===== config.mk =====
export PLATFORM = sky130hd
export DESIGN_NAME = rf_scoreboard
export DESIGN_NICKNAME = d
export VERILOG_FILES = /design/src/rtl/rf_scoreboard.sv
export SDC_FILE = /design/constraint.sdc
export NUM_CORES = 2
export LEC_CHECK = 0
export ABC_AREA = 1
export CAP_MARGIN = 20
export CORE_MARGIN = 4
export CORE_UTILIZATION = 55
export CTS_CLUSTER_SIZE = 10
export DETAILED_ROUTE_END_ITERATION = 8
export GPL_ROUTABILITY_DRIVEN = 0
export GPL_TIMING_DRIVEN = 0
export HOLD_SLACK_MARGIN = 0.06
export PLACE_DENSITY_LB_ADDON = 0.25
export REMOVE_ABC_BUFFERS = 1
export SLEW_MARGIN = 20
export SYNTH_ARGS = -nofsm -noshare
export SYNTH_HDL_FRONTEND = slang
export SYNTH_SLANG_ARGS = --single-unit

===== constraint.sdc =====
create_clock -name clk -period 66 [get_ports clk]
set_input_delay 6.6 -clock clk [delete_from_list [all_inputs] [get_ports clk]]
set_output_delay 6.6 -clock clk [all_outputs]
set_load 0.02 [all_outputs]

===== src/rtl/rf_scoreboard.sv =====
// Register file with combinational read ports, one write-back port and a per-register
// pending-write scoreboard. Define RF_BYPASS_EN to forward same-cycle write-back to reads.
module rf_scoreboard #(
  parameter int A_WIDTH  = 5,
  parameter int D_WIDTH  = 32,
  parameter int NR       = 2,
  parameter int CNT_W    = 2,
  parameter int TRIG_IDX = 9,
  parameter int DBG_IDX  = 10
) (
  input  logic                   clk,
  input  logic                   rst,
  input  logic                   iss_valid,
  input  logic [A_WIDTH-1:0]     iss_rd,
  output logic                   iss_ready,
  input  logic                   wb_we,
  input  logic [A_WIDTH-1:0]     wb_ad,
  input  logic [D_WIDTH-1:0]     wb_wd,
  input  logic                   trigger,
  input  logic [NR*A_WIDTH-1:0]  rd_ad,
  output logic [NR*D_WIDTH-1:0]  rd_data,
  output logic [NR-1:0]          rd_busy,
  output logic [D_WIDTH-1:0]     dbg_data
);

  localparam int DEPTH = 2**A_WIDTH;
  localparam logic [CNT_W-1:0] CNT_MAX = '1;

  logic [D_WIDTH-1:0] regs [DEPTH];
  logic [CNT_W-1:0]   cnt  [DEPTH];
  logic [DEPTH-1:0]   inc_vec;
  logic [DEPTH-1:0]   dec_vec;
  logic               iss_fire;
  logic [A_WIDTH-1:0] ad;

  // A full counter can still accept an issue when a write-back retires one in the same cycle.
  always_comb begin
    iss_ready = (iss_rd == '0) || (cnt[iss_rd] != CNT_MAX) || (wb_we && (wb_ad == iss_rd));
  end

  assign iss_fire = iss_valid && iss_ready && (iss_rd != '0);

  always_comb begin
    inc_vec = '0;
    dec_vec = '0;
    for (int r = 1; r < DEPTH; r++) begin
      inc_vec[r] = iss_fire && (iss_rd == A_WIDTH'(r));
      dec_vec[r] = wb_we && (wb_ad == A_WIDTH'(r)) && (cnt[r] != '0);
    end
  end

  // Write-back is assigned last so it overrides a same-edge trigger preset.
  always_ff @(posedge clk or posedge rst) begin
    if (rst) begin
      for (int r = 0; r < DEPTH; r++) regs[r] <= '0;
    end else begin
      if (trigger && (TRIG_IDX != 0)) regs[A_WIDTH'(TRIG_IDX)] <= D_WIDTH'(1);
      if (wb_we && (wb_ad != '0)) regs[wb_ad] <= wb_wd;
    end
  end

  always_ff @(posedge clk or posedge rst) begin
    if (rst) begin
      for (int r = 0; r < DEPTH; r++) cnt[r] <= '0;
    end else begin
      for (int r = 1; r < DEPTH; r++) begin
        if (inc_vec[r] && !dec_vec[r])      cnt[r] <= cnt[r] + CNT_W'(1);
        else if (dec_vec[r] && !inc_vec[r]) cnt[r] <= cnt[r] - CNT_W'(1);
      end
    end
  end

  always_comb begin
    rd_data = '0;
    rd_busy = '0;
    ad      = '0;
    for (int i = 0; i < NR; i++) begin
      ad = rd_ad[i*A_WIDTH +: A_WIDTH];
      rd_data[i*D_WIDTH +: D_WIDTH] = regs[ad];
      rd_busy[i] = (ad != '0) && (cnt[ad] != '0);
`ifdef RF_BYPASS_EN
      // The forwarded write retires the last pending issue only when exactly one is in flight.
      if (!rst && wb_we && (wb_ad == ad) && (ad != '0)) begin
        rd_data[i*D_WIDTH +: D_WIDTH] = wb_wd;
        if (cnt[ad] == CNT_W'(1)) rd_busy[i] = 1'b0;
      end
`endif
    end
  end

  assign dbg_data = regs[A_WIDTH'(DBG_IDX)];

endmodule

After elaboration in Yosys (flattened, before gate mapping)

Index checks and enable logic that the tools add are counted.

Register bits: 1086
Word-level logic and storage cells: 575

Reduce and logical (&&, ||, !) cells: 295
Bitwise operators: 4
Magnitude comparators: 5
Equal/unequal tests: 64
$add $sub $neg: 62
Mux-type cells: 82

Operators with widths:

| kind                                                     | number |
|---|---|
| bitwise mux 1024 bit                                     | 1 |
| 2-to-1 mux 736 bit                                       | 1 |
| binary-select mux 32 bit (select 5 bit)                  | 2 |
| 2-to-1 mux 32 bit                                        | 6 |
| logical AND 1 bit                                        | 162 |
| demux 32 bit (select 5 bit)                              | 1 |
| == test 5 bit, second input constant                     | 32 |
| 2-to-1 mux 2 bit                                         | 68 |
| nonzero test 2 bit                                       | 64 |
| == test 5 x 4 -> 1 bit, second input constant            | 16 |
| adder 2 x 1 -> 2 bit, second input constant              | 31 |
| zero test 1 bit                                          | 62 |
| subtractor 2 x 1 -> 2 bit, second input constant         | 31 |
| == test 5 x 3 -> 1 bit, second input constant            | 8 |
| binary-select mux 2 bit (select 5 bit)                   | 3 |
| greater-or-equal comparator 6 bit, second input constant | 4 |
| inverter 5 -> 6 bit                                      | 4 |
| == test 5 x 2 -> 1 bit, second input constant            | 4 |
| nonzero test 5 bit                                       | 4 |
| == test 5 x 1 -> 1 bit, second input constant            | 2 |
| < comparator 6 x 1 -> 1 bit, second input constant       | 1 |
| == test 5 bit                                            | 1 |
| zero test 5 bit                                          | 1 |
| logical OR 1 bit                                         | 2 |
| inequality test 2 bit, second input constant             | 1 |

Depth between registers and ports, before layout

Depth in word-level cells: 14
Depth in mapped cells: 18

Worst setup path after synthesis

OpenSTA, ideal clock, no wires.

Kind: input port to output port
Start point: input port rd_ad[5]
End point: output port rd_data[33]
Slack: 51.368 ns
Data arrival time: 8.032 ns
Data required time: 59.400 ns
Stages: 8
Cell sequence: buf_2 buf_2 buf_2 clkbuf_1 o21ai_0 nand3_1 nand3_1 a31oi_1

Cells in the longest elaborated chain, start to end: 4

RTL lines:

| element                                              | RTL line | text |
|---|---|---|
| start, declared                                      | 20       | `input logic [NR*A_WIDTH-1:0] rd_ad,` |
| inverter 5 -> 6 bit (implied by the code)            | 79       | `rd_data[i*D_WIDTH +: D_WIDTH] = regs[ad];` |
| binary-select mux 32 bit (select 5 bit)              | 79       |  |
| 2-to-1 mux 32 bit (implied by the code) (2 in a row) | 79       |  |
| end, declared                                        | 21       | `output logic [NR*D_WIDTH-1:0] rd_data,` |

No other way between the ends. The select of a mux whose other input is x is not followed.

Worst setup path in the final report

Start point: input port rd_ad[0]
End point: output port rd_data[9]

The elaborated chain is that of the path after synthesis.

==> results.yml <==
worst_setup_path:
  path_max_fanout: 90
  worstPathRequired_ps: 59400
  rr_endpoint: "cnt[53]"
  worstSetupEndpointType: "output pin"
  worstPathArrival_ps: 11460
  critical_path_class: "input port to output pin"
  critPathLaunchType: "input port"
  r2r_slack_ps: 63080
  r2r_cells: 15
  r2r_start: "cnt[53]"
placement:
  dp_hpwl_mm: 135
  placed_cells: 9022
  portBuffers: 155
  dpl_worst_slack_ps: 48190
timing:
  worst_pin_slew_ps: 1240
  skew_ps: 18.7
  slew_viol_final: 0
  hold_viol: 0
  fin_hold_ws_ps: 379
  max_clock_freq_mhz: 55.4
  setup_tns_ps: 0
  setup_ws_ps: 47940
  rsz0062_at_grt: "false"
  timing.final.crit_period_ps: 18060
  finalCritPeriodShare_pct: 27.4
  finalSetupViolCount: 0
  relSlewSlack_pct: 17.2
logic_synthesis:
  synth.avg_cell_area_sq_um: 7.40
  synth_flop_cell: "dfrtp_1"
  synth_top_family_by_area: "compound AO/OA/AOI/OAI gates"
  synth_top_area_share_pct: 45.3
  ys_ff_latch: 1086
  synthDistinctLibCells: 40
  ys_warn_count: 2
  syn_inst: 8107
  async_flop_share_pct: 100
  synthTopCellsByCount: "1874 x o21ai_0, 1401 x nand2_1, 1086 x dfrtp_1"
  synth_edf_count: 0
  synth_adder_area_share_pct: 0.647
  synthTopCellsByArea: "dfrtp_1 45%, o21ai_0 16%, nand2_1 8.8%"
  synth-simple-area-share_pct: 16.5
  synthXorXnorAreaFrac_pct: 0.905
  yosys.area.top_type: "dfrtp_1"
  synth.most_common_cell: "o21ai_0"
  synthMuxAreaShare_pct: 0
  synth-seq-area-share_pct: 45.3
  synth_compound_area_share_pct: 26.9
  synth.cell_area_sq_mm: 0.0600
detailed_routing:
  drc: 0
  wirelength_mm: 227
  ant_nets: 0
  first_iter_violations: 10083
  wl_per_cell_um: 24.6
  drt_pre_antenna_iters: 9
  viasPerCell: 6.51
  vias: 59942
clocking:
  clockRootBuffer: "clkbuf_16"
  post_cts_buffers: 0
  clockBufferDepth: 3
  ctsHoldBuffers: 0
  numCtsBuffers: 130
  clkLatencyLatePin_ps: 750
  clk_pin_slew_ps: 50
  cts_tree: "done"
  htree_num_levels: 4
  cts_sinks: 1086
  cts_resized: 0
power:
  powerDensity_mw_per_mm2: 30.1
  power.total_mw: 2.03
  ir_drop_uv: 30.2
  p_leak_nw: 28.9
cells_and_area:
  syn_to_final_growth_pct: 12.3
  stdcell_count: 9207
  drive_gt1_share_pct: 5.12
  fin_nets: 7839
worst_hold_path:
  whs_path_depth: 0
  hold_class: "register to register"
  min-delay-start: "regs[1017]"
  hold_end: "regs[1017]"
flow_run:
  cap_violations: 0
die:
  fp.dieH_um: 338
  fp.dieW_um: 338
  io_pins: 156
  coreArea_sq_mm: 0.108
  initial_core_util_pct: 55.7
  die_area_sq_mm: 0.114
  fp-row-count: 120
global_routing:
  grt_usage_pct: 38.4
  grt_pass1_vias: 56396
  antenna_found_initial: 5
  grt_first_pass_wirelength_mm: 341
  overflow: 0
  grt_start_max_net_pins: 141
run_status:
  status: "finished clean"
[worst max-delay path by stage]
stage	endpoint	slack, ps	start	depth (start not counted)
4_1_cts	rd_data[9]	48200	rd_ad[0]	16
6_report	rd_data[9]	47940	rd_ad[0]	16
5_1_grt	rd_data[9]	48030	rd_ad[0]	16
3_3_place_gp	rd_busy[0]	10460	rd_ad[0]	11
3_5_place_dp	rd_data[9]	48190	rd_ad[0]	16
2_1_floorplan	cnt[0]	28830	rst	1
[placed cells by master (no fill, tap or decap), types with 4 or more instances in the layout]
master	n
inv_2	11
clkinv_1	6
o211ai_1	167
nand2_1	1393
inv_8	4
o221ai_1	4
clkinv_4	4
o2111ai_1	22
nor2_4	30
o21ai_0	1874
o21ai_1	23
nor3_1	20
a31oi_1	66
buf_8	5
dfrtp_1	1086
nand3_1	433
inv_1	634
clkbuf_16	134
nor2_1	524
clkbuf_8	7
clkdlybuf4s50_1	144
a21oi_1	706
a211oi_1	37
nand4_1	4
buf_12	31
diode_2	8
buf_4	4
inv_4	8
a22oi_1	10
a22o_1	10
clkbuf_1	24
xor2_1	20
ha_1	31
inv_6	8
xnor2_1	42
nand2_4	6
nor2_2	31
o22ai_1	105
buf_16	101
[metrics by stage]
stage,util (%),area [sq um]
6_report,62.6,67400
3_5_place_dp,59.2,63700
4_1_cts,62.6,67400
2_1_floorplan,-,56600
5_1_grt,62.6,67400
3_3_place_gp,55.6,59900
[sequential cells by signal (all words and copies together), names as in the netlist]
register  cells
regs        992
dbg_data     32
cnt          62
[layer usage]
layer  vias up  part of all wire [%]  track usage, %  wire (um)
met5         -                 0.061           0.833        138
met3      1036                    14            11.2      32400
met1     27882                    36            49.8      81800
met4         4                   7.2            24.3      16300
li1      26435                     -               -          -
met2      4585                    42            56.5      96400
[power breakdown]
| group | switching, mW | total (mW) | leakage, nW | internal, mW |
|---|---|---|---|---|
| Sequential | 0.0911 | 0.907 | 13.1 | 0.816 |
| Clock | 0.283 | 0.657 | 1.80 | 0.374 |
| Combinational | 0.296 | 0.462 | 14.1 | 0.165 |
| Total | 0.670 | 2.03 | 28.9 | 1.36 |
[cell families after synthesis]
| logic type | after synthesis |
|---|---|
| fa+ha+maj | 31 |
| xor+xnor | 62 |
| compound gates | 3034 |
| buf+inv | 1446 |
| simple gates | 2448 |
| flops | 1086 |
[final cells by class]
| class | instances | area, sq um |
|---|---|---|
| Timing Repair Buffer | 289 | 4990 |
| Multi-Input combinational cell | 5575 | 27200 |
| Tap cell | 1403 | 1760 |
| Sequential cell | 1086 | 27200 |
| Inverter | 669 | 2590 |
| Fill cell | 9121 | 40300 |
| Clock inverter | 12 | 139 |
| Clock buffer | 165 | 3540 |
| Antenna cell | 8 | 20.0 |
[worst max-delay path, cell delays in order]
cell             delay [ps]
buf_8                   190
buf_16                  250
buf_16                  300
inv_8                   480
buf_16                  490
nand2_4                 440
buf_12                  330
inv_2                   450
buf_16                  250
nand2_1                  70
o2111ai_1                80
nand2_1                 110
nand3_1                  80
nor2_1                   40
a31oi_1                 350
clkdlybuf4s50_1         690
Note: power is estimated with default switching activity, not from simulation.
